**src/rtl/uart_prog_pkg.sv**
```systemverilog
// Shared types and elaboration helpers for the UART program loader.
package uart_prog_pkg;

  typedef enum logic [1:0] {
    RX_IDLE,
    RX_START,
    RX_DATA,
    RX_STOP
  } rx_state_t;

  typedef enum logic [1:0] {
    LD_WAIT,
    LD_LOAD,
    LD_DONE
  } ld_state_t;

  function automatic int calc_clks_per_bit(input int clk_hz, input int baud);
    return clk_hz / baud;
  endfunction

  // Width of a down-counter that is loaded with (clks - 1).
  function automatic int calc_timer_width(input int clks);
    return (clks < 2) ? 1 : $clog2(clks);
  endfunction

endpackage

```
**src/rtl/uart_rx_byte.sv**
```systemverilog
// UART byte receiver: 2-flop synchronizer, start-bit qualification, 8N1 framing.
//
// state    | meaning
// RX_IDLE  | line idle, watching for a falling edge
// RX_START | waiting half a bit to confirm the start bit
// RX_DATA  | sampling 8 data bits, LSB first
// RX_STOP  | sampling the stop bit
module uart_rx_byte
  import uart_prog_pkg::*;
#(
  parameter int CLKS_PER_BIT = 10
) (
  input  logic       clock,
  input  logic       reset,
  input  logic       rx,
  output logic       start_det,
  output logic       byte_valid,
  output logic [7:0] byte_data,
  output logic       stop_err
);

  localparam int CNT_W = $clog2(CLKS_PER_BIT);
  localparam logic [CNT_W-1:0] HALF_LOAD = CNT_W'(CLKS_PER_BIT / 2 - 1);
  localparam logic [CNT_W-1:0] FULL_LOAD = CNT_W'(CLKS_PER_BIT - 1);

  rx_state_t        state;
  rx_state_t        next_state;
  logic             rx_meta;
  logic             rx_sync;
  logic             rx_prev;
  logic [CNT_W-1:0] cnt;
  logic [2:0]       bit_idx;
  logic [7:0]       shreg;
  logic             tick;
  logic             fall;

  always_ff @(posedge clock) begin
    if (reset) state <= RX_IDLE;
    else       state <= next_state;
  end

  always_comb begin
    next_state = state;
    case (state)
      RX_IDLE:  if (fall) next_state = RX_START;
      RX_START: if (tick) next_state = rx_sync ? RX_IDLE : RX_DATA;
      RX_DATA:  if (tick && bit_idx == 3'd7) next_state = RX_STOP;
      RX_STOP:  if (tick) next_state = RX_IDLE;
      default:  next_state = RX_IDLE;
    endcase
  end

  always_comb begin
    tick      = (cnt == '0);
    fall      = rx_prev & ~rx_sync;
    start_det = (state == RX_IDLE) && fall;
  end

  // Counter is preloaded with the half-bit value while idle so the
  // start-bit check lands mid-bit without an extra load cycle.
  always_ff @(posedge clock) begin
    if (reset) begin
      rx_meta    <= 1'b1;
      rx_sync    <= 1'b1;
      rx_prev    <= 1'b1;
      cnt        <= HALF_LOAD;
      bit_idx    <= 3'd0;
      shreg      <= 8'h00;
      byte_valid <= 1'b0;
      byte_data  <= 8'h00;
      stop_err   <= 1'b0;
    end else begin
      rx_meta    <= rx;
      rx_sync    <= rx_meta;
      rx_prev    <= rx_sync;
      byte_valid <= 1'b0;
      stop_err   <= 1'b0;
      case (state)
        RX_IDLE: begin
          cnt     <= HALF_LOAD;
          bit_idx <= 3'd0;
        end
        RX_START: begin
          if (tick) cnt <= FULL_LOAD;
          else      cnt <= cnt - CNT_W'(1);
        end
        RX_DATA: begin
          if (tick) begin
            cnt     <= FULL_LOAD;
            shreg   <= {rx_sync, shreg[7:1]};
            bit_idx <= bit_idx + 3'd1;
          end else begin
            cnt <= cnt - CNT_W'(1);
          end
        end
        RX_STOP: begin
          if (tick) begin
            if (rx_sync) begin
              byte_valid <= 1'b1;
              byte_data  <= shreg;
            end else begin
              stop_err <= 1'b1;
            end
          end else begin
            cnt <= cnt - CNT_W'(1);
          end
        end
        default: cnt <= HALF_LOAD;
      endcase
    end
  end

endmodule

```
**src/rtl/uart_prog_loader.sv**
```systemverilog
// Serial program loader: assembles big-endian words from UART bytes, writes them
// to instruction memory and holds the CPU in reset while a session is active.
//
// state   | meaning
// LD_WAIT | idle, CPU running, waiting for a start_pg rising edge
// LD_LOAD | CPU held, bytes assembled into words and written
// LD_DONE | one-cycle session end, prog_done pulses
module uart_prog_loader
  import uart_prog_pkg::*;
#(
  parameter int CLK_HZ    = 23_000_000,
  parameter int BAUD      = 128_000,
  parameter int ADDR_W    = 14,
  parameter int IDLE_BITS = 40
) (
  input  logic              clock,
  input  logic              reset,
  input  logic              start_pg,
  input  logic              rx,
  output logic              prog_we,
  output logic [ADDR_W-1:0] prog_addr,
  output logic [31:0]       prog_wdata,
  output logic              cpu_hold,
  output logic              prog_done,
  output logic              frame_err,
  output logic [ADDR_W:0]   word_count
);

  localparam int CLKS_PER_BIT = calc_clks_per_bit(CLK_HZ, BAUD);
  localparam int IDLE_CLKS    = IDLE_BITS * CLKS_PER_BIT;
  localparam int TMR_W        = calc_timer_width(IDLE_CLKS);
  localparam logic [TMR_W-1:0]  TMR_LOAD  = TMR_W'(IDLE_CLKS - 1);
  localparam logic [ADDR_W-1:0] LAST_ADDR = '1;

  logic              start_det;
  logic              byte_valid;
  logic [7:0]        byte_data;
  logic              stop_err;

  ld_state_t         state;
  ld_state_t         next_state;
  logic              start_prev;
  logic              start_rise;
  logic [ADDR_W-1:0] addr;
  logic [ADDR_W:0]   wcnt;
  logic [1:0]        byte_cnt;
  logic [1:0]        cnt_after;
  logic [23:0]       asm_sh;
  logic              armed;
  logic [TMR_W-1:0]  tmr;
  logic              timeout;
  logic              take;
  logic              word_done;
  logic              leaving;

  uart_rx_byte #(
    .CLKS_PER_BIT(CLKS_PER_BIT)
  ) u_rx (
    .clock     (clock),
    .reset     (reset),
    .rx        (rx),
    .start_det (start_det),
    .byte_valid(byte_valid),
    .byte_data (byte_data),
    .stop_err  (stop_err)
  );

  always_ff @(posedge clock) begin
    if (reset) state <= LD_WAIT;
    else       state <= next_state;
  end

  always_comb begin
    start_rise = start_pg & ~start_prev;
    timeout    = (tmr == '0);
    take       = (state == LD_LOAD) && armed && byte_valid;
    word_done  = take && (byte_cnt == 2'd3);
    cnt_after  = take ? byte_cnt + 2'd1 : byte_cnt;
    next_state = state;
    case (state)
      LD_WAIT: if (start_rise) next_state = LD_LOAD;
      LD_LOAD: begin
        if (!start_pg || (word_done && addr == LAST_ADDR) || (timeout && wcnt != '0))
          next_state = LD_DONE;
      end
      LD_DONE: next_state = LD_WAIT;
      default: next_state = LD_WAIT;
    endcase
  end

  always_comb begin
    cpu_hold  = (state == LD_LOAD);
    prog_done = (state == LD_DONE);
    leaving   = (state == LD_LOAD) && (next_state == LD_DONE);
  end

  // armed is set only by a start bit seen inside the session, so a byte already
  // in flight when start_pg rises is dropped and loading begins with the next one.
  always_ff @(posedge clock) begin
    if (reset) begin
      start_prev <= 1'b0;
      addr       <= '0;
      wcnt       <= '0;
      byte_cnt   <= 2'd0;
      asm_sh     <= 24'h0;
      armed      <= 1'b0;
      tmr        <= TMR_LOAD;
      prog_we    <= 1'b0;
      prog_addr  <= '0;
      prog_wdata <= 32'h0;
      frame_err  <= 1'b0;
      word_count <= '0;
    end else begin
      start_prev <= start_pg;
      prog_we    <= 1'b0;
      if (state == LD_WAIT && start_rise) begin
        addr       <= '0;
        wcnt       <= '0;
        byte_cnt   <= 2'd0;
        word_count <= '0;
        frame_err  <= 1'b0;
        armed      <= 1'b0;
        tmr        <= TMR_LOAD;
      end
      if (state == LD_LOAD) begin
        if (start_det) begin
          tmr   <= TMR_LOAD;
          armed <= 1'b1;
        end else if (!timeout) begin
          tmr <= tmr - TMR_W'(1);
        end
        if (take) begin
          byte_cnt <= cnt_after;
          asm_sh   <= {asm_sh[15:0], byte_data};
        end
        if (word_done) begin
          prog_we    <= 1'b1;
          prog_addr  <= addr;
          prog_wdata <= {asm_sh, byte_data};
          addr       <= addr + ADDR_W'(1);
          wcnt       <= wcnt + {{ADDR_W{1'b0}}, 1'b1};
        end
        if (armed && stop_err) frame_err <= 1'b1;
        if (leaving) begin
          word_count <= wcnt + {{ADDR_W{1'b0}}, word_done};
          if (cnt_after != 2'd0) frame_err <= 1'b1;
        end
      end
    end
  end

endmodule

```
**config.mk**
```make
export PLATFORM = sky130hd
export DESIGN_NAME = uart_prog_loader
export DESIGN_NICKNAME = d
export VERILOG_FILES = /design/src/rtl/uart_prog_pkg.sv /design/src/rtl/uart_rx_byte.sv /design/src/rtl/uart_prog_loader.sv
export SDC_FILE = /design/constraint.sdc
export NUM_CORES = 1
export LEC_CHECK = 0
export BUFFER_PORTS_ARGS = -buffer_cell sky130_fd_sc_hd__buf_2
export CORE_AREA = 8 8 143 145
export CTS_CLUSTER_SIZE = 12
export DETAILED_ROUTE_END_ITERATION = 7
export DIE_AREA = 0 0 151 153
export SYNTH_ARGS = -nofsm -noshare
export SYNTH_HDL_FRONTEND = slang
export SYNTH_SLANG_ARGS = --single-unit
```
**constraint.sdc**
```tcl
create_clock -name clock -period 4.1 [get_ports clock]
set_input_delay 0.82 -clock clock [delete_from_list [all_inputs] [get_ports clock]]
set_output_delay 0.82 -clock clock [all_outputs]
set_load 0.005 [all_outputs]
```
Yosys cells after proc, flatten, opt, wreduce, memory -nomap -nowiden

Cells that the tools add are included.

Reduce and logical (&&, ||, !) cells: 29
Multiplexer cells: 42
Equality and inequality tests: 15
Bitwise operators: 7
Add/sub/neg operators: 7

Operators by type and width:

| cell                                                                  | count |
|---|---|
| 15-bit 2-to-1 mux                                                     | 6 |
| 13-bit 2-to-1 mux                                                     | 4 |
| 14-bit 2-to-1 mux                                                     | 3 |
| 8-bit case mux with 3 select lines                                    | 1 |
| 2-bit 2-to-1 mux                                                      | 11 |
| 8-bit 2-to-1 mux                                                      | 2 |
| 15-bit by 1-bit adder with 15-bit output                              | 1 |
| 15-bit by 1-bit adder with 15-bit output, second input constant       | 1 |
| 15-bit nonzero test                                                   | 1 |
| 14-bit by 1-bit adder with 14-bit output, second input constant       | 1 |
| 14-bit equality test, second input constant                           | 1 |
| 13-bit logical NOT                                                    | 1 |
| 13-bit by 1-bit subtractor with 13-bit output, second input constant  | 1 |
| 1-bit 2-to-1 mux                                                      | 11 |
| 2-bit equality test, second input constant                            | 5 |
| 1-bit logical AND                                                     | 10 |
| 2-bit by 1-bit != test with 1-bit output, second input constant       | 5 |
| 8-bit logical NOT                                                     | 1 |
| 2-bit case mux with 4 select lines                                    | 1 |
| 2-bit AND reduction                                                   | 4 |
| 8-bit by 1-bit subtractor with 8-bit output, second input constant    | 1 |
| 3-bit case mux with 2 select lines                                    | 1 |
| 1-bit inverter                                                        | 5 |
| 2-bit by 1-bit equality test with 1-bit output, second input constant | 2 |
| other kinds (15)                                                      | 20 |

Bits of input ports: 4
Output and inout bits: 65
Logic and storage cells: 123
Register bits after elaboration: 169

Logic depth before layout (Yosys ltp)

Gate-level depths: netlist of the first run.

Word-level depth: 13
Depth in mapped cells: 12
Gate-level depth less buffers: 9

Modules after synthesis

From an unflattened synthesis of the first run, not the netlist that was laid out.

Cell total of the unflattened synthesis: 851
Area total of the unflattened synthesis: 7173.1 µm²

Modules (own cells, without submodules):

| module           | instances | sequential area each (µm²) | cells an instance | area an instance (µm²) |
|---|---|---|---|---|
| uart_prog_loader | 1         | 2702.6                     | 688               | 5625.4 |
| uart_rx_byte     | 1         | 680.7                      | 163               | 1547.7 |

Worst setup path before layout of the first run

No wires, ideal clock.

Path type: reg2reg
Start: register state[0]
End: register word_count[13]
Data arrival time: 2.615 ns
Stages on the path, launching flop included: 13
Required time: 4.013 ns
Path slack: 1.398 ns
Setup time: 0.087 ns
Buffers on the path: 3
Clock period less this slack: 2.702 ns
Cell sequence: dfxtp_1 -> and4b_1 -> buf_2 -> nand2_1 -> inv_1 -> buf_2 -> buf_2 -> ha_1 -> nand3_1 -> or3_1 -> nor3_1 -> xnor2_1 -> o31ai_1

Word-level cells in the longest chain between the ends: 13
Elaborated cells on any way between the ends: 18
Classes of those cells: 1 x add/sub; 2 x eq/ne; 6 x mux; 9 x reduce/logical

Ends and longest elaborated chain:

| what                                                                             | RTL line                | text |
|---|---|---|
| start: declaration                                                               | uart_prog_loader.sv:40  | `ld_state_t state;` |
| start signal: assignment                                                         | uart_prog_loader.sv:70  | `else state <= next_state;` |
| 2-bit by 1-bit equality test with 1-bit output (*)                               | uart_prog_loader.sv:76  | `take = (state == LD_LOAD) && armed && byte_valid;` |
| 1-bit logical AND (*) (2 in series)                                              | uart_prog_loader.sv:76  |  |
| 1-bit logical AND (*)                                                            | uart_prog_loader.sv:77  | `word_done = take && (byte_cnt == 2'd3);` |
| named net word_done                                                              | uart_prog_loader.sv:53  | `logic word_done;` |
| branches (longest 7 deep; another with 15-bit by 1-bit adder with 15-bit output) | -                       |  |
| 15-bit 2-to-1 mux (*)                                                            | uart_prog_loader.sv:144 | `if (leaving) begin` |
| 15-bit 2-to-1 mux (*)                                                            | uart_prog_loader.sv:125 | `if (state == LD_LOAD) begin` |
| end signal: assignment                                                           | uart_prog_loader.sv:145 | `word_count <= wcnt + {{ADDR_W{1'b0}}, word_done};` |
| end: declaration                                                                 | uart_prog_loader.sv:26  | `output logic [ADDR_W:0] word_count` |

Mark *: on every way through the listed nets, which the timed path passes.
A chain may end at the register's enable or synchronous reset.

Final worst setup path of the first run

Start: register state[1]
End: output cpu_hold

Word-level cells in the longest chain between the ends: 1

Ends and longest elaborated chain:

| what                                           | RTL line               | text |
|---|---|---|
| 2-bit by 1-bit equality test with 1-bit output | uart_prog_loader.sv:92 | `cpu_hold = (state == LD_LOAD);` |
| end: declaration                               | uart_prog_loader.sv:23 | `output logic cpu_hold,` |

No other way between the ends.

==> results of run 1 <==
## worst paths after layout
check / start / to / cells past startpoint
setup / recovery: state[1] / cpu_hold / 3
hold / removal: u_rx.rx_meta / u_rx.rx_sync / 1
setup reg to reg: state[0] / word_count[13] / 10
hold reg to reg: u_rx.rx_meta / u_rx.rx_sync / 1
## area by class of cell
class	count	area, µm²	area share [%]
multi-input cells	626	3470	42.12
flip-flops and latches	169	3383	41.07
clock buffers	17	425.4	5.164
repair buffers	76	402.9	4.891
well taps	234	292.8	3.554
clock inverters	15	200.2	2.430
inverters	17	63.81	0.7746
## cell families after synthesis
logic type | Yosys count | share of synthesized area (%)
xor gates and xnor gates | 30 | 3.675
AOI/OAI and AO/OA | 176 | 14.66
DFF | 169 | 47.31
muxes | 13 | 1.942
and+or+nand+nor | 393 | 25.76
buffers and inverters | 70 | 4.200
adders and majority gates | 14 | 2.450
## metrics by stage
stage / std cells / worst slack [ns] / hold slack, ns
2_1_floorplan: 865 / 1.398 / 0.3895
3_3_place_gp: 1122 / 1.497 / 0.4015
3_5_place_dp: 1122 / 1.478 / 0.4054
4_1_cts: 1154 / 1.476 / 0.4207
5_1_grt: 1154 / 1.316 / 0.4513
6_report: 1154 / 1.502 / 0.4150
## Yosys cell counts, types with 2 or more instances
master | number | share of area, %
or3_1 | 10 | 0.87
o211ai_1 | 5 | 0.52
o22ai_1 | 2 | 0.17
buf_6 | 3 | 0.47
a2111oi_0 | 2 | 0.25
a41oi_1 | 2 | 0.25
o21ai_0 | 12 | 0.84
or2_2 | 11 | 0.96
a22oi_1 | 4 | 0.42
ha_1 | 14 | 2.4
nand2b_1 | 4 | 0.35
inv_1 | 17 | 0.89
nand2_1 | 194 | 10
o31ai_1 | 15 | 1.6
mux2_2 | 2 | 0.31
nand3_1 | 34 | 2.4
a31oi_1 | 6 | 0.52
a211o_1 | 2 | 0.25
nor3b_1 | 2 | 0.21
nor2b_1 | 2 | 0.17
mux2i_1 | 9 | 1.3
nor4_1 | 3 | 0.26
buf_1 | 6 | 0.31
dfxtp_1 | 169 | 47
a21oi_1 | 106 | 7.4
or4_4 | 3 | 0.47
and3_1 | 6 | 0.52
or3b_2 | 2 | 0.25
and2_1 | 2 | 0.17
and4_1 | 2 | 0.25
a21o_1 | 2 | 0.21
buf_2 | 12 | 0.84
nor2_1 | 62 | 3.3
o21bai_1 | 2 | 0.21
xor2_1 | 16 | 2.0
or3_2 | 2 | 0.21
clkbuf_1 | 32 | 1.7
nand4_1 | 24 | 2.1
nor4b_1 | 2 | 0.25
nor3_1 | 19 | 1.3
o41ai_1 | 2 | 0.25
xnor2_1 | 14 | 1.7
## layer usage
layer,wire length [µm],share of wire [%],GRT usage [%]
met4,264,1.6,5.375
met5,0,0,0
met3,666,4.1,3.307
met1,8039,49,19.36
met2,7399,45,22.05
## where the power goes
group / internal (mW) / switching (mW)
Sequential: 1.65 / 0.0121
Combinational: 0.0432 / 0.0913
Clock: 0.886 / 0.772
## sequential cells by signal, indices dropped and copies added (netlist names), 2 cells and up, named ones only
signal and count:
addr 14, asm_sh 24, byte_cnt 2, prog_addr 14, prog_wdata 32, state 2
tmr 13, u_rx.bit_idx 3, u_rx.byte_data 8, u_rx.cnt 8, u_rx.shreg 8, wcnt 15
word_count 15
## worst max-delay path: stages, from the launching register on
cell,delay (ns)
dfxtp_1,0.40
nand2b_1,0.38
inv_1,0.34
buf_2,0.23
## cells in the final DEF, fill, tap and decap left out, types with 4 or more instances in the layout
cell type	netlist	layout
inv_1	17	16
xnor2_1	14	14
or3_1	10	10
o31ai_1	15	15
inv_6	0	4
o21ai_0	12	12
inv_8	0	4
and3_1	6	6
clkbuf_16	0	17
nor2_1	62	62
a21oi_1	106	106
nand2b_1	4	4
o211ai_1	5	5
a31oi_1	6	6
nand4_1	24	24
buf_2	12	67
or2_2	11	11
nor3_1	19	19
xor2_1	16	16
clkinv_8	0	5
mux2i_1	9	9
dfxtp_1	169	169
nand2_1	194	193
ha_1	14	14
buf_4	0	9
nand3_1	34	34
a22oi_1	4	4
==> summary.txt, run 1 <==
Pwr
  – Worst vdd rail ir drop: between 0.3 and 0.4 mV
  – Final Power: 3.456 mW
  – Cell leakage power: 3.006 nW
  – Power density normalized to cell area: 419.5 mW/mm²

Cells and area
  – Final core area utilization: a little under half
  – Share of cells above drive strength 1: 15.43%
  – Area growth from synthesis to layout: 15.21%
  – Nets@finish: 925
  – Final antenna diode count: 0
  – Finished Cell Area: 0.008238 mm²
  – Filler cell count: 1805

Routing
  – DRT antenna net count: 0
  – Routed via count divided by cell count: 5.158
  – Remaining design rule violation count: 0
  – DR iter-0 viols: 394
  – Wirelength per Cell: 14.18 µm
  – Routed vias: 5952
  – DR pass1 iterations: 5
  – Post-detailed-routing wire length: between 15000 and 20000 µm

Run status
  – Result of the run: finished, final reports clean

Die
  – Number of top-level pins: 69
  – Die outline height: around 150 µm
  – Die Width: 151 µm
  – Initial Util: 39.14%
  – Floorplan row count: 50
  – Area of the die: 0.02310 mm²
  – Total core area: roughly 0.018 mm²

Timing
  – Upper clock frequency limit: around 0.38 GHz
  – RSZ-0062 raised after global routing: no
  – Worst Max-Slew Pin Slew: 0.8937 ns
  – Final period utilization: 63.36%
  – Number of endpoints failing setup at the final stage: 0
  – Pins over their slew limit: 0
  – Setup tns final: 0 ns
  – Total count of hold-check failures in the final report: 0
  – Rel. slew slack: around two fifths
  – Clock skew after layout: 0.009795 ns
  – Minimum clock period after layout: 2.598 ns

Placed design
  – Detail Placement HPWL: 10830 µm
  – Cell area after placement: between 0.007 and 0.008 mm²
  – Count of port buffers added during placement: 68
  – Placer's final routability congestion estimate: 0.8010

Clock network
  – Number of cells upsized or downsized after cts: 0
  – Clock insertion delay at the later pin of the skew report: 0.44 ns
  – Quantity of hold-fixing buffers added after cts: 0
  – Clock transition at the registers of the reported paths: around 0.07 ns
  – Max Buffers Root-to-Sink: 2
  – Clock root buffer: clkbuf_16
  – Maximum level of the CTS H-tree: 4
  – Post-CTS Setup Inserts: 0
  – Count of clock tree sinks: 169
  – Number of clock buffers inserted by TritonCTS: 17
  – CTS tree: done

Yosys
  – Number of warning messages in the yosys log: 0
  – Number of synthesized flops with an enable pin: 0
  – Register bit total from synthesis: 169
  – Prevailing post-synth register cell: dfxtp_1
  – Synth async-reset ratio: 0%
  – Number of distinct library cells after synthesis: 67
  – Synth Instances: 865
  – Sequential area share after synthesis: 47.31%
  – Per-instance average area after synthesis: 8.267 µm²
  – Net Count, Synth: 883
  – Cell area after synthesis: slightly above 0.007 mm²

Critical path
  – Setup Crit Path Kind: reg -> out
  – Data required time at the worst endpoint: ~3.3 ns
  – Setup slack, reg-to-reg: 1.62 ns
  – Type of element launching the critical path: flop
  – CP max FO: 12
  – Data arrival time of the critical path: 1.78 ns
  – Endpoint type of the worst setup path: output pin

Min path
  – Hold crit path type: reg -> reg

GRT
  – Residual overflow from global routing: 0
  – First-pass GRT wire length: between 20000 and 30000 µm
  – Gr usage total: 14.44%
  – Vias in the first global route: 5541
  – Initial antenna violation count: 0
  – Largest net degree at the start of global routing: 73

Flow run
  – Number of max-cap violations: 0
Power figures use the tool's default switching activity.
==> run 2, diff against run 1 <==
==> constraint.sdc (replaced) <==
create_clock -name clock -period 2.67 [get_ports clock]
set_input_delay 0.534 -clock clock [delete_from_list [all_inputs] [get_ports clock]]
set_output_delay 0.534 -clock clock [all_outputs]
set_load 0.005 [all_outputs]
==> run 2 against run 1 <==
Compared with the run above:
- die area is the same
- clock-buffer cell count grew 1
- global-route usage grew 0.24 points
- largest cell class unchanged
==> summary.txt, run 2 (synthesis gave the netlist of run 1 again) <==
Cells and area
  – Nets@finish: 934
  – Share of cells above drive strength 1: 16.06%
  – Area growth from synthesis to layout: 15.77%
  – Biggest registers after layout: prog_wdata (32), asm_sh (24)
  – Final core area utilization: ~45%
  – Filler cell count: approximately 1800
  – Footprint of the multi-input gates: 0.003470 mm²
  – Highest-count cells in the layout ignoring fill and taps: nand2_1, dfxtp_1, a21oi_1, buf_2, nor2_1
  – Final antenna diode count: 0
  – Largest register FFs: 32
  – Most common cell after layout, fill and taps aside: nand2_1
  – Register ranked first by flip-flop count: prog_wdata
  – FF/Latch Area: 0.003383 mm²

Die
  – Floorplan row count: 50
  – Area of the die: 0.02310 mm²
  – Die outline height: 153 µm
  – Initial Util: 39.14%
  – Die Width: between 150 and 200 µm
  – Total core area: between 0.015 and 0.02 mm²
  – Number of top-level pins: 69

Pwr
  – Power density normalized to cell area: 638.9 mW/mm²
  – Fraction of power consumed by sequential logic: 48.3%
  – Worst vdd rail ir drop: a little under 0.5 mV
  – Cell leakage power: 3.039 nW
  – Net switching power: 1.197 mW
  – Comb pwr share: 4.1%
  – Clock Power Share: a little under half
  – Internal cell power: 4.091 mW
  – Switching Fraction: 22.64%

Timing
  – Clock skew after layout: around 0.0088 ns
  – Worst Max-Slew Pin Slew: slightly below 0.7 ns
  – Setup tns final: 0 ns
  – Total count of hold-check failures in the final report: 0
  – Minimum clock period after layout: 2.321 ns
  – Rel. slew slack: 53.71%
  – Final period utilization: 86.92%
  – Pins over their slew limit: 0
  – Number of endpoints failing setup at the final stage: 0
  – RSZ-0062 raised after global routing: no
  – Upper clock frequency limit: roughly 0.43 GHz

GRT
  – First-pass GRT wire length: around 28000 µm
  – Gr usage total: 14.68%
  – Largest net degree at the start of global routing: between 60 and 70
  – Vias in the first global route: 5662
  – Initial antenna violation count: 0
  – Residual overflow from global routing: 0

Run status
  – Result of the run: finished, final reports clean

Placed design
  – Detail Placement HPWL: 11030 µm
  – Placer's final routability congestion estimate: 0.8511
  – Count of port buffers added during placement: 68

Critical path
  – Crit path launch: wcnt[0]
  – Endpoint type of the worst setup path: flop
  – Data required time at the worst endpoint: about 3 ns
  – Source of the worst register-to-register timing path: wcnt[0]
  – CP max FO: 15
  – Type of element launching the critical path: flop
  – Data arrival time of the critical path: 2.60 ns
  – Setup Crit Path Kind: reg -> reg

Routing
  – DR iter-0 viols: 356
  – DRT antenna net count: 0
  – Post-detailed-routing wire length: 16420 µm
  – Routed via count divided by cell count: 5.130
  – Wirelength per Cell: 14.13 µm
  – DR pass1 iterations: 5
  – Routed vias: 5961
  – Remaining design rule violation count: 0

Flow run
  – Number of max-cap violations: 0

Clock network
  – Quantity of hold-fixing buffers added after cts: 0
  – Count of clock tree sinks: 169
  – CTS tree: done
  – Post-CTS Setup Inserts: 0
  – Number of cells upsized or downsized after cts: 0
  – Number of clock buffers inserted by TritonCTS: 17
  – Maximum level of the CTS H-tree: 4
  – Clock transition at the registers of the reported paths: 0.06 ns
  – Clock insertion delay at the later pin of the skew report: 0.43 ns
  – Clock root buffer: clkbuf_16
  – Max Buffers Root-to-Sink: 2

Min path
  – Min-delay src: rx
  – Hold crit path type: in -> reg
[run 2: cell count changes in the layout (fill, tap and decap cells not counted), sizes merged]
cell      previous run  this run
buf                 76        85
bufinv               1         3
clkbuf              17        18
clkinv               6         4
clkinvlp             0         1
inv                 25        22
[run 2: cell type report]
type                       instances  share of cell area (%)
multi-input combinational        626                   41.91
sequential                       169                   40.87
timing repair buffer              85                   5.683
clock buffer                      18                   5.184
tap                              234                   3.537
clock inverter                    13                   2.041
inverter                          17                  0.7709
[run 2: critical path: stages (launching register included)]
cell and delay [ns]:
dfxtp_1 0.37, inv_1 0.08, ha_1 0.13, nor4b_1 0.38
nand4_1 0.24, a31o_2 0.29, nor2_2 0.52, o31ai_1 0.16
[run 2: worst paths after layout]
path                    to  cells past startpoint  slack (ns)
max          word_count[2]                      7        0.35
min           u_rx.rx_meta                      2        0.29
max reg2reg  word_count[2]                      7        0.35
min reg2reg   u_rx.rx_sync                      1        0.42
[run 2: power by group through the flow]
stage | clock [mW] | sequential [mW] | combinational, mW
floorplan | 0 | 2.61 | 0.164
finish | 2.52 | 2.56 | 0.217
global route | 2.68 | 2.56 | 0.244
global placement | 0 | 2.61 | 0.219
detailed placement | 0 | 2.61 | 0.219
CTS | 2.58 | 2.55 | 0.221
[run 2: routing by layer]
layer	track usage [%]	wire length [µm]	vias up	part of all wire [%]
li1	-	-	3088	-
met2	23.10	7505	79	46
met5	0	0	-	0
met1	18.94	7985	2774	49
met3	3.218	604	20	3.7
met4	6.176	325	0	2.0
[run 2: metrics by stage]
step | cell area, µm² | power, mW | setup WS, ns | instances | hold slack (ns)
after floorplan | 7151 | 2.772 | 0.007193 | 865 | 0.3895
after global placement | 7680 | 2.831 | 0.3947 | 1131 | 0.4153
after detailed placement | 7680 | 2.831 | 0.3766 | 1131 | 0.4156
after CTS | 8278 | 5.351 | 0.3432 | 1162 | 0.2748
after global routing | 8278 | 5.485 | 0.1225 | 1162 | 0.2841
final | 8278 | 5.289 | 0.3491 | 1162 | 0.2922
==> run 3, diff against run 2 <==
--- a/config.mk
+++ b/config.mk
@@ -6,10 +6,11 @@
 export NUM_CORES = 1
 export LEC_CHECK = 0
 export BUFFER_PORTS_ARGS = -buffer_cell sky130_fd_sc_hd__buf_2
-export CORE_AREA = 8 8 143 145
+export CORE_AREA = 2 2 137 139
 export CTS_CLUSTER_SIZE = 12
 export DETAILED_ROUTE_END_ITERATION = 7
-export DIE_AREA = 0 0 151 153
+export DIE_AREA = 0 0 139 141
 export SYNTH_ARGS = -nofsm -noshare
 export SYNTH_HDL_FRONTEND = slang
+export SYNTH_HIERARCHICAL = 1
 export SYNTH_SLANG_ARGS = --single-unit
==> run 3 against run 2 <==
Compared with the run above:
- non-clock buffer count down 3
- fmax about the same
- cell area up 0.15%
- clock power down 4%
- sequential power about the same
- combinational power up 25%
- sequential share of layout area down 0.062 points
- register-to-register slack about the same
- flip-flop and latch count unchanged
- via count down 1.8%
- die area down 15%
- global-route usage up 1.5 points
- critical path type unchanged
- largest cell class unchanged
==> summary.txt, run 3 <==
GRT
  – First-pass GRT wire length: 26280 µm
  – Residual overflow from global routing: 0
  – Gr usage total: 16.15%
  – Largest net degree at the start of global routing: between 100 and 150
  – Initial antenna violation count: 0
  – Vias in the first global route: approximately 5400

Cells and area
  – Highest-count cells in the layout ignoring fill and taps: nand2_1, dfxtp_1, a21oi_1, buf_2, nor2_1
  – Register ranked first by flip-flop count: prog_wdata
  – Final core area utilization: 45.38%
  – Largest register FFs: 32
  – Filler cell count: 1876
  – Share of cells above drive strength 1: 13.77%
  – Area growth from synthesis to layout: 15.58%
  – Final instance count without filler cells: 1149
  – Most common cell after layout, fill and taps aside: nand2_1
  – Finished Cell Area: approximately 0.0083 mm²
  – Final antenna diode count: 0
  – Nets@finish: 921
  – Biggest registers after layout: prog_wdata (32), asm_sh (24)

Routing
  – DR iter-0 viols: 358
  – Remaining design rule violation count: 0
  – Routed via count divided by cell count: 5.096
  – Routed vias: 5855
  – DRT antenna net count: 0
  – Post-detailed-routing wire length: 15760 µm
  – DR pass1 iterations: 4
  – Wirelength per Cell: between 10 and 15 µm

Pwr
  – Cell leakage power: 3.198 nW
  – Power density normalized to cell area: 633.3 mW/mm²
  – Worst vdd rail ir drop: 0.4610 mV

Yosys
  – Fraction of synthesized area in multiplexers: 4.622%
  – Register bit total from synthesis: 169
  – Number of warning messages in the yosys log: 6
  – Most common cell in the synthesized netlist: nand2_1
  – Portion of synthesized cell area occupied by the leading cell type: 47.17%
  – Number of synthesized flops with an enable pin: 0
  – Most area-consuming cells after synthesis: dfxtp_1, nand2_1, a21oi_1, mux2i_1, nor2_1
  – Synth Area in Simple Gates: 25.12%
  – Synth Instances: 851
  – Number of distinct library cells after synthesis: 62
  – Largest family of logic cells by synthesized area: simple AND/OR/NAND/NOR gates
  – Sequential area share after synthesis: 47.17%
  – Per-instance average area after synthesis: between 8 and 9 µm²
  – Prevailing post-synth register cell: dfxtp_1
  – Net Count, Synth: between 800 and 900
  – Adder and majority cell fraction of the synthesized area: under 10%
  – Cell area after synthesis: approximately 0.0072 mm²
  – Most numerous cell types in the synthesized netlist: nand2_1, dfxtp_1, a21oi_1
  – Synth async-reset ratio: 0%
  – Xor and xnor area share after synthesis: 3.907%
  – Post-synthesis cell type with the largest combined area: dfxtp_1
  – Compound-gate portion of the synthesized area: 12.61%

Critical path
  – Data required time at the worst endpoint: 3.02 ns
  – Cell repeated most along the worst path: ha_1
  – Critical Path Slowest Stage Cell: or4_1
  – List of cells traversed by the critical path: ha_1 -> nand2_2 -> inv_2 -> ha_1 -> ha_1 -> nand2_1 -> or4_1 -> a21o_1 -> mux2i_1
  – CP max FO: 6
  – Maximum single-stage delay on the critical path: between 0.5 and 0.6 ns
  – Setup Crit Path Kind: reg -> reg
  – Data arrival time of the critical path: 2.67 ns
  – Type of element launching the critical path: flop
  – Endpoint type of the worst setup path: flop

Timing
  – Setup tns final: 0 ns
  – Final period utilization: between 80% and 90%
  – Rel. slew slack: 31.66%
  – Pins over their slew limit: 0
  – Worst Max-Slew Pin Slew: 1.021 ns
  – Minimum clock period after layout: 2.320 ns
  – RSZ-0062 raised after global routing: no
  – Clock skew after layout: 0.01131 ns
  – Upper clock frequency limit: 0.4310 GHz
  – Number of endpoints failing setup at the final stage: 0
  – Total count of hold-check failures in the final report: 0
  – Fin worst setup slack: 0.3500 ns

Min path
  – Hold crit path type: in -> reg

Clock network
  – Clock root buffer: clkbuf_16
  – Max Buffers Root-to-Sink: 2
  – Count of clock tree sinks: 169
  – Clock transition at the registers of the reported paths: 0.06 ns
  – Maximum level of the CTS H-tree: 4
  – Number of clock buffers inserted by TritonCTS: 17
  – CTS tree: done
  – Quantity of hold-fixing buffers added after cts: 0
  – Number of cells upsized or downsized after cts: 0
  – Clock insertion delay at the later pin of the skew report: 0.43 ns
  – Post-CTS Setup Inserts: 0

Die
  – Die outline height: between 100 and 150 µm
  – Floorplan row count: 50
  – Area of the die: 0.01960 mm²
  – Initial Util: between 30% and 40%
  – Number of top-level pins: 69
  – Die Width: between 100 and 150 µm
  – Total core area: about 0.018 mm²

Run status
  – Result of the run: finished, final reports clean

Placed design
  – Placer's final routability congestion estimate: about 0.87
  – Post-placement worst setup slack: between 0.3 and 0.4 ns
  – Inst Count DP: between 1000 and 1500
  – Detail Placement HPWL: 10440 µm
  – Cell area after placement: 0.007716 mm²
  – Count of port buffers added during placement: 68

Flow run
  – Number of max-cap violations: 0
[run 3: area by class of cell]
| class | instances | area (µm²) | share of cell area, % |
|---|---|---|---|
| clock buffer | 20 | 446.7 | 5.388 |
| clock inverter | 12 | 127.6 | 1.539 |
| inverter | 19 | 71.32 | 0.8602 |
| multi-input combinational | 613 | 3508 | 42.32 |
| sequential | 169 | 3383 | 40.81 |
| tap | 234 | 292.8 | 3.532 |
| timing repair buffer | 82 | 460.4 | 5.554 |
[run 3: final timing paths]
kind | startpoint | endpoint | slack (ns) | depth (start not counted)
hold reg to reg | u_rx/rx_meta | u_rx/rx_sync | 0.41 | 1
setup / recovery | byte_cnt[0] | word_count[14] | 0.35 | 9
setup reg to reg | byte_cnt[0] | word_count[14] | 0.35 | 9
hold / removal | rx | u_rx/rx_meta | 0.29 | 2
[run 3: stage by stage]
step / hold slack (ns) / total power, mW
floorplan: 0.3895 / 2.825
global placement: 0.3998 / 2.900
detailed placement: 0.3953 / 2.898
CTS: 0.2687 / 5.323
global route: 0.2815 / 5.445
finish: 0.2894 / 5.250
[run 3: cells by family (layout without fill, tap and decap cells)]
family          after synthesis  in the layout
simple gates                378            378
xor+xnor                     32             32
buf+inv                      69            133
flops                       169            169
compound gates              155            155
mux                          33             33
fa+ha+maj                    15             15
[run 3: per-layer routing]
metal	routed length, µm	global-route usage [%]	vias to the layer above
li1	-	-	3024
met1	7757	21.81	2710
met5	0	0	-
met3	542	3.906	17
met2	7238	25.36	104
met4	225	5.635	0
[run 3: where the power goes]
| group | internal, mW | leakage [nW] | switching [mW] |
|---|---|---|---|
| Clock | 1.34 | 0.279 | 1.07 |
| Combinational | 0.0980 | 1.56 | 0.173 |
| Sequential | 2.54 | 1.36 | 0.0265 |
[run 3: critical path, delay by kind of cell (launching register included)]
family	cells	cell delay [ns]
and+or+nand+nor	3	0.76
DFF	1	0.39
buffers and inverters	1	0.06
adders and majority gates	3	0.75
AOI/OAI and AO/OA	1	0.19
muxes	1	0.11
